$ cat config.mk
export PLATFORM = sky130hd
export DESIGN_NAME = serial_sub
export DESIGN_NICKNAME = d
export VERILOG_FILES = /design/src/rtl/serial_sub_pkg.sv /design/src/rtl/serial_sub_full_subtractor.sv /design/src/rtl/serial_sub.sv
export SDC_FILE = /design/constraint.sdc
export NUM_CORES = 1
export LEC_CHECK = 0
export BUFFER_PORTS_ARGS = -buffer_cell sky130_fd_sc_hd__buf_2
export CAP_MARGIN = 40
export CORE_MARGIN = 1.5
export CORE_UTILIZATION = 45
export CTS_BUF_LIST = sky130_fd_sc_hd__clkbuf_4 sky130_fd_sc_hd__clkbuf_8
export DETAILED_ROUTE_END_ITERATION = 10
export PLACE_DENSITY = 0.67
export SLEW_MARGIN = 30
export SYNTH_ARGS = -nofsm -noshare
export SYNTH_HDL_FRONTEND = slang
export SYNTH_SLANG_ARGS = --single-unit
$ cat constraint.sdc
create_clock -name CLK -period 1.3 [get_ports CLK]
set_input_delay 0.26 -clock CLK [delete_from_list [all_inputs] [get_ports CLK]]
set_output_delay 0.26 -clock CLK [all_outputs]
set_load 0.05 [all_outputs]
$ cat src/rtl/serial_sub_pkg.sv
// Shared definitions for the bit-serial subtractor: FSM states and default width.
package serial_sub_pkg;

    typedef enum logic [1:0] {
        IDLE  = 2'd0,
        SHIFT = 2'd1,
        DONE  = 2'd2
    } state_t;

    localparam int DEFAULT_WIDTH = 8;

endpackage : serial_sub_pkg

$ cat src/rtl/serial_sub_full_subtractor.sv
// One-bit full subtractor: difference and borrow-out for a - b - bin.
module full_subtractor (
    input  logic a,
    input  logic b,
    input  logic bin,
    output logic d,
    output logic bout
);

    // Borrow is generated when a=0,b=1 and propagated when a==b.
    assign d    = a ^ b ^ bin;
    assign bout = (~a & b) | (~(a ^ b) & bin);

endmodule : full_subtractor

$ cat src/rtl/serial_sub.sv
// Bit-serial subtractor: computes NumA - NumB one bit per cycle, LSB first,
// reporting the modular result, unsigned borrow and signed overflow.
module serial_sub
    import serial_sub_pkg::*;
#(
    parameter int WIDTH = DEFAULT_WIDTH
) (
    input  logic             CLK,
    input  logic             nRST,
    input  logic             Start,
    input  logic [WIDTH-1:0] NumA,
    input  logic [WIDTH-1:0] NumB,
    output logic             Busy,
    output logic             Done,
    output logic [WIDTH-1:0] Result,
    output logic             Borrow,
    output logic             Overflow
);

    localparam int CW = $clog2(WIDTH + 1);

    // Reset synchronizer: asserts immediately, releases two edges after nRST rises.
    logic [1:0] sync_reg;
    logic       rst_sync_n;

    // Assert asynchronously, deassert synchronously to CLK.
    always_ff @(posedge CLK or negedge nRST) begin
        if (!nRST) begin
            sync_reg <= 2'b00;
        end else begin
            sync_reg <= {sync_reg[0], 1'b1};
        end
    end

    assign rst_sync_n = sync_reg[1];

    state_t           state_reg;
    state_t           state_next;
    logic [WIDTH-1:0] a_reg;
    logic [WIDTH-1:0] b_reg;
    logic [WIDTH-1:0] res_reg;
    logic             bin_reg;
    logic [CW-1:0]    cnt_reg;
    logic [CW-1:0]    cnt_next;
    logic             last_bit;
    logic             a_msb_reg;
    logic             b_msb_reg;
    logic             busy_reg;
    logic             done_reg;
    logic             borrow_reg;
    logic             ovf_reg;
    logic             d_bit;
    logic             bout_bit;

    // Single shared bit slice; operands are presented LSB first via right shifts.
    full_subtractor u_fs (
        .a    (a_reg[0]),
        .b    (b_reg[0]),
        .bin  (bin_reg),
        .d    (d_bit),
        .bout (bout_bit)
    );

    // Next-state logic: the last SHIFT cycle is the one whose count reaches WIDTH.
    always_comb begin
        cnt_next   = cnt_reg + 1'b1;
        last_bit   = (cnt_next == CW'(WIDTH));
        state_next = state_reg;
        case (state_reg)
            IDLE:    if (Start) state_next = SHIFT;
            SHIFT:   if (last_bit) state_next = DONE;
            DONE:    state_next = IDLE;
            default: state_next = IDLE;
        endcase
    end

    // FSM and datapath; flags are captured on the final SHIFT edge and held until the next Start.
    always_ff @(posedge CLK or negedge rst_sync_n) begin
        if (!rst_sync_n) begin
            state_reg  <= IDLE;
            a_reg      <= '0;
            b_reg      <= '0;
            res_reg    <= '0;
            bin_reg    <= 1'b0;
            cnt_reg    <= '0;
            a_msb_reg  <= 1'b0;
            b_msb_reg  <= 1'b0;
            busy_reg   <= 1'b0;
            done_reg   <= 1'b0;
            borrow_reg <= 1'b0;
            ovf_reg    <= 1'b0;
        end else begin
            state_reg <= state_next;
            busy_reg  <= (state_next == SHIFT);
            done_reg  <= (state_next == DONE);
            case (state_reg)
                IDLE: begin
                    if (Start) begin
                        a_reg     <= NumA;
                        b_reg     <= NumB;
                        a_msb_reg <= NumA[WIDTH-1];
                        b_msb_reg <= NumB[WIDTH-1];
                        bin_reg   <= 1'b0;
                        cnt_reg   <= '0;
                    end
                end
                SHIFT: begin
                    res_reg <= {d_bit, res_reg[WIDTH-1:1]};
                    a_reg   <= a_reg >> 1;
                    b_reg   <= b_reg >> 1;
                    bin_reg <= bout_bit;
                    cnt_reg <= cnt_next;
                    if (last_bit) begin
                        // d_bit is the result MSB on this final edge.
                        borrow_reg <= bout_bit;
                        ovf_reg    <= (a_msb_reg ^ b_msb_reg) & (a_msb_reg ^ d_bit);
                    end
                end
                default: ;
            endcase
        end
    end

    assign Busy     = busy_reg;
    assign Done     = done_reg;
    assign Result   = res_reg;
    assign Borrow   = borrow_reg;
    assign Overflow = ovf_reg;

endmodule : serial_sub

; Word-level counts from Yosys, hierarchy flattened
; Cells that the tools add are included.
[classes]
n_reduce_logical = 5
n_mux = 11
shifts = 0
eq_ne = 5
n_addsub = 1
mul = 0
div = 0
order_cmp = 0
bitwise = 10
[ops]
columns = op, n
row1 = 8-bit one-hot mux with 2 select lines, 2
row2 = 8-bit two-way mux, 2
row3 = 4-bit one-hot mux with 2 select lines, 1
row4 = 2-bit AND reduction, 3
row5 = 4-bit by 1-bit adder with 4-bit output (second input constant), 1
row6 = 2-bit by 1-bit == test with 1-bit output (second input constant), 2
row7 = 4-bit == test (second input constant), 1
row8 = 2-bit two-way mux, 2
row9 = 4-bit two-way mux, 1
row10 = 2-bit one-hot mux with 2 select lines, 1
row11 = 1-bit bitwise XOR, 4
row12 = 1-bit AND, 3
row13 = 2-bit == test (second input constant), 1
row14 = 2-bit zero test, 1
row15 = 2-bit inequality test (second input constant), 1
row16 = 1-bit NOT, 2
row17 = 1-bit one-hot mux with 2 select lines, 1
row18 = 2-bit nonzero test, 1
row19 = 1-bit two-way mux, 1
row20 = 1-bit bitwise OR, 1
[totals]
register_bits = 39
latchBits = 0
output_inout_bits = 12
mem_bits_rw = 0
elab_cells = 45
romBits = 0
n_memories = 0

; Depth between registers and ports, before layout
[depth]
ltp_word = 5
ltp_mapped = 5
depth_no_buf = 5

; Hierarchy
; A second synthesis with hierarchy kept.
[hier_totals]
cells_unflattened = 156
area_unflattened_um2 = 1819.2
[modules_own_cells]
columns = mod, seq_area_each_um2, cells_per_inst, instances, area_each_um2
row1 = serial_sub, 975.9, 152, 1, 1788.0
row2 = full_subtractor, 0.0, 4, 1, 31.3

; Worst setup path before layout
; OpenSTA, ideal clock, no wires.
[synth_path]
path_kind = register to register
from = register bin_reg
to = register ovf_reg (netlist: Overflow)
stages_incl_launch_ff = 4
synth_period_minus_slack_ns = 1.392
path_slack_ns = -0.092
t_required_ns = 1.175
setup_ns = 0.125
arrival_ns = 1.267
cell_sequence = dfrtp_1 fa_1 o22ai_1 mux2_2
[synth_between]
elab_chain_cells = 3
[synth_rtl]
columns = element, line
row1 = "start, declared", serial_sub.sv:42  ; logic bin_reg;
row2 = "start signal, assigned", serial_sub.sv:111  ; bin_reg <= bout_bit;
row3 = 1-bit bitwise XOR, serial_sub_full_subtractor.sv:11  ; assign d = a ^ b ^ bin;
row4 = 1-bit bitwise XOR, serial_sub.sv:116  ; ovf_reg <= (a_msb_reg ^ b_msb_reg) & (a_msb_reg ^ d_bit);
row5 = 1-bit AND, serial_sub.sv:116
row6 = "end signal, assigned", serial_sub.sv:116
row7 = "end, declared", serial_sub.sv:51  ; logic ovf_reg;
; No other way between the ends.
; A chain may end at the register's enable or synchronous reset.

; Worst setup path in the final report
[layout_path]
from = register cnt_reg[1]
to = register borrow_reg (netlist: Borrow)
[layout_between]
elab_chain_cells = 3
[layout_rtl]
columns = element, line
row1 = "start, declared", serial_sub.sv:43  ; logic [CW-1:0] cnt_reg;
row2 = "start signal, assigned", serial_sub.sv:112  ; cnt_reg <= cnt_next;
row3 = 4-bit by 1-bit adder with 4-bit output, serial_sub.sv:66  ; cnt_next = cnt_reg + 1'b1;
row4 = 4-bit == test, serial_sub.sv:67  ; last_bit = (cnt_next == CW'(WIDTH));
row5 = 2-bit AND reduction (no line), n/a
row6 = "end signal, assigned", serial_sub.sv:115  ; borrow_reg <= bout_bit;
row7 = "end, declared", serial_sub.sv:50  ; logic borrow_reg;
; No other way between the ends.

==> results_tabular.tex <==
\begin{tabular}{lr}
\hline
Metric & Value \\
\hline
\multicolumn{2}{l}{\textbf{Outcome}} \\
\quad Status & finished, violations left \\
\quad Failing checks & setup timing \\
\multicolumn{2}{l}{\textbf{Synthesis}} \\
\quad Gate count of the mapped netlist & $\sim$160 \\
\quad Cell taking the most area after synthesis & sky130\_fd\_sc\_hd\_\_dfrtp\_1 \\
\quad Yosys cell types & 28 \\
\quad Count of synthesis-stage warnings from yosys & 0 \\
\quad Combined area of all synthesized cells & $\sim$1700 um2 \\
\quad Top-count cell post-synth & sky130\_fd\_sc\_hd\_\_nand2\_1 \\
\quad Primary flip-flop cell chosen by synthesis mapping & sky130\_fd\_sc\_hd\_\_dfrtp\_1 \\
\quad Synth top area cells & sky130\_fd\_sc\_hd\_\_dfrtp\_1 59\%, sky130\_fd\_sc\_hd\_\_nand2\_1 9.5\%, sky130\_fd\_sc\_hd\_\_a22oi\_1 6.3\%, sky130\_fd\_sc\_hd\_\_o21ai\_0 5.4\%, sky130\_fd\_sc\_hd\_\_mux2\_2 2.7\% \\
\quad Synthesized area divided by synthesized cell count & 10.5 um2 \\
\quad Proportion of synthesized chip area in sequential cells & approximately three fifths \\
\quad Area share of the leading cell type in the synthesized netlist & between 50\% and 60\% \\
\quad Synth cell count leaders & 42 x sky130\_fd\_sc\_hd\_\_nand2\_1, 39 x sky130\_fd\_sc\_hd\_\_dfrtp\_1, 18 x sky130\_fd\_sc\_hd\_\_o21ai\_0 \\
\quad Synthesized netlist net count & 180 \\
\quad Number of flops mapped to enable cells by yosys & 0 \\
\quad Yosys reg bits & 39 \\
\quad Async S/R FF share, synth & between 90\% and 100\% \\
\multicolumn{2}{l}{\textbf{Pwr}} \\
\quad Internal power & 3.33 mW \\
\quad Total power density per cell area & 2660 nW/um2 \\
\quad Static power due to leakage & 1.01 nW \\
\quad Net switching power & around 2.4 mW \\
\quad Clk network pwr share & 15.7\% \\
\quad Peak VDD IR & roughly 0.96 mV \\
\quad Combinational group share of total power & approximately half \\
\quad Fraction of power spent switching nets & 41.6\% \\
\quad Portion of total power attributed to sequential cells & 35.1\% \\
\multicolumn{2}{l}{\textbf{CTS}} \\
\quad \# clock sinks & 39 \\
\quad Root Driver & sky130\_fd\_sc\_hd\_\_clkbuf\_8 \\
\quad Largest buffer count on any clock path & 2 \\
\quad Insertion delay of the later-clocked pin in the worst-skew pair & 280 ps \\
\quad Clock tree from TritonCTS & done \\
\quad Inserted Clock Buffers & 5 \\
\quad Clock transition at the registers of the reported paths & 70 ps \\
\quad Maximum level of the CTS H-tree & 2 \\
\multicolumn{2}{l}{\textbf{Routing}} \\
\quad Final routed wirelength across all metal layers & 3490 um \\
\quad Number of nets with antenna violations after routing & 0 \\
\quad Detailed router's first-iteration violation count & 65 \\
\quad Via-to-Cell Ratio & $\sim$5.2 \\
\quad Drt first pass iters & 4 \\
\quad Total vias in the final route & $\sim$1300 \\
\quad Number of DRC violations after detailed routing & 0 \\
\quad Detailed-route wire length per cell & approximately 14 um \\
\multicolumn{2}{l}{\textbf{STA}} \\
\quad Final period utilization & 111\% \\
\quad Shortest period the worst path allows & approximately 1400 ps \\
\quad Final number of max-transition violations & 0 \\
\quad Maximum clock skew at final layout & roughly 5.8 ps \\
\quad Final critical-path setup slack & -138 ps \\
\quad Final-layout worst hold slack & 248 ps \\
\quad Maximum clock rate & about 0.70 GHz \\
\quad RSZ-0062 raised after global routing & true \\
\quad Number of hold violations in the final report & 0 \\
\quad Final setup violating endpoints & 2 \\
\multicolumn{2}{l}{\textbf{Setup path}} \\
\quad Worst-path cell chain & a21bo\_2 -> a211oi\_4 -> mux2\_4 \\
\quad Signal arrival time at the worst endpoint & roughly 1600 ps \\
\quad Critical path class & reg2reg \\
\quad Delay of the slowest cell on the worst path & about 430 ps \\
\quad Critical Path Slowest Stage Cell & sky130\_fd\_sc\_hd\_\_dfrtp\_1 \\
\quad CP Max Fanout & 5 \\
\quad Worst Setup Start Kind & flip-flop \\
\quad Critical Path End Type & flip-flop \\
\quad Required time at the endpoint of the critical path & between 1000 and 1500 ps \\
\multicolumn{2}{l}{\textbf{Layout}} \\
\quad Total of fill cells in the finished design & roughly 290 \\
\quad Antenna Diode Count & 0 \\
\quad Fraction of layout instances using a drive strength above 1 & 34.1\% \\
\quad Flip-flop and latch area & around 980 um2 \\
\quad Nets & roughly 230 \\
\quad Area growth from synthesis to layout & 28.9\% \\
\quad Area occupied by multi-input gates & roughly 690 um2 \\
\multicolumn{2}{l}{\textbf{Placed design}} \\
\quad Quantity of I/O buffers inserted on ports & 30 \\
\quad Dpl hpwl & 2400 um \\
\quad Pre-CTS worst setup slack & -139 ps \\
\quad Global placement routability congestion & 0.753 \\
\multicolumn{2}{l}{\textbf{Global routing}} \\
\quad GRT Resource Usage Total & 18.2\% \\
\quad Wire length of the first global-routing pass & between 5000 and 6000 um \\
\quad Global route total overflow & 0 \\
\quad Antenna violations before repair & 0 \\
\quad Vias in the first global route & about 1200 \\
\quad Pin count of the biggest net entering global routing & 38 \\
\multicolumn{2}{l}{\textbf{Floorplan}} \\
\quad Core box area & 3440 um2 \\
\quad Initial core utilization & 48.3\% \\
\quad Horizontal die dimension & 63.8 um \\
\quad Boundary Pins & 31 \\
\quad Height of the die & 63.8 um \\
\quad Area of the die & 4070 um2 \\
\quad Row cnt & 21 \\
\multicolumn{2}{l}{\textbf{Worst hold path}} \\
\quad Path type of the worst min-delay path & in2reg \\
\multicolumn{2}{l}{\textbf{Run}} \\
\quad Max Cap Violations & 0 \\
\hline
\end{tabular}
## power by group through the flow
stage / logic (mW) / clock network, mW / registers, mW
global placement: 2.50 / 0 / 1.98
finish: 2.81 / 0.895 / 2.00
detailed placement: 2.59 / 0 / 2.01
global route: 3.07 / 0.972 / 2.07
CTS: 2.64 / 0.916 / 1.99
floorplan: 1.23 / 0 / 2.55
## routing by layer
metal	routed length, um	up-vias	global-route usage (%)	share of wire [%]
met4	42	0	6.25	1.2
met5	0	-	0	0
met3	130	5	3.87	3.7
met1	1550	640	22.7	45
met2	1760	27	31.3	51
li1	-	638	-	-
## cell type report
type,count,area share (%)
Sequential cell,39,45.6
Inverter,1,0.175
Clock buffer,8,4.85
Multi-Input combinational cell,110,32.0
Tap cell,46,2.69
Timing Repair Buffer,50,14.7
## worst paths after layout
| check | from | endpoint | slack [ps] | cells past startpoint |
|---|---|---|---|---|
| min in group asynchronous | sync_reg[1] | Result[4] | 280 | 1 |
| hold / removal | NumB[7] | b_msb_reg | 250 | 2 |
| setup reg to reg | cnt_reg[1] | Borrow | -140 | 3 |
| max in group asynchronous | sync_reg[1] | b_reg[5] | 690 | 1 |
| hold reg to reg | sync_reg[1] | Result[4] | 280 | 1 |
| setup / recovery | cnt_reg[1] | Borrow | -140 | 3 |
## cell usage in the layout, fill, tap and decap left out, types with 2 or more instances in the layout
cell type / instances
sky130_fd_sc_hd__nand2b_1: 3
sky130_fd_sc_hd__nor2_1: 2
sky130_fd_sc_hd__buf_2: 31
sky130_fd_sc_hd__buf_6: 4
sky130_fd_sc_hd__buf_4: 14
sky130_fd_sc_hd__o21ai_0: 17
sky130_fd_sc_hd__a22oi_1: 14
sky130_fd_sc_hd__nand3_1: 4
sky130_fd_sc_hd__clkbuf_8: 7
sky130_fd_sc_hd__nor2b_1: 4
sky130_fd_sc_hd__a21oi_1: 2
sky130_fd_sc_hd__nand2_1: 41
sky130_fd_sc_hd__mux2_4: 4
sky130_fd_sc_hd__a22o_1: 3
sky130_fd_sc_hd__dfrtp_1: 39
## critical path: cells and delay by family, from the launching register on
family | cells | cell delay [ps]
compound gates | 2 | 570
flops | 1 | 430
mux | 1 | 330
## cells by family after synthesis
logic type / count (synthesis) / share of synthesized area, %
adders and majority gates: 2 / 1.96
muxes: 5 / 3.31
AOI/OAI and AO/OA: 43 / 17.3
and+or+nand+nor: 59 / 15.5
DFF: 39 / 58.7
buffers and inverters: 10 / 2.94
other: 1 / 0.226
## timing repair
action	CTS	global route
pin swaps	1	7
endpoints found under the hold margin	2	0
buffers inserted	1	3
hold buffers	1	0
gates resized for setup	3	13
gates cloned	0	1
endpoints found under the setup margin	4	17
## per-stage QoR
stage / area (um2) / TNS, ps / instances / power (mW) / util, %
2_1_floorplan: 1670 / -139 / 159 / 3.78 / -
3_3_place_gp: 1940 / -205 / 241 / 4.48 / 56.5
3_5_place_dp: 1940 / -274 / 241 / 4.60 / 56.5
4_1_cts: 2070 / -282 / 251 / 5.55 / 60.3
5_1_grt: 2140 / -420 / 254 / 6.11 / 62.2
6_report: 2140 / -275 / 254 / 5.70 / 62.2
(Power assumes the default switching activity.)
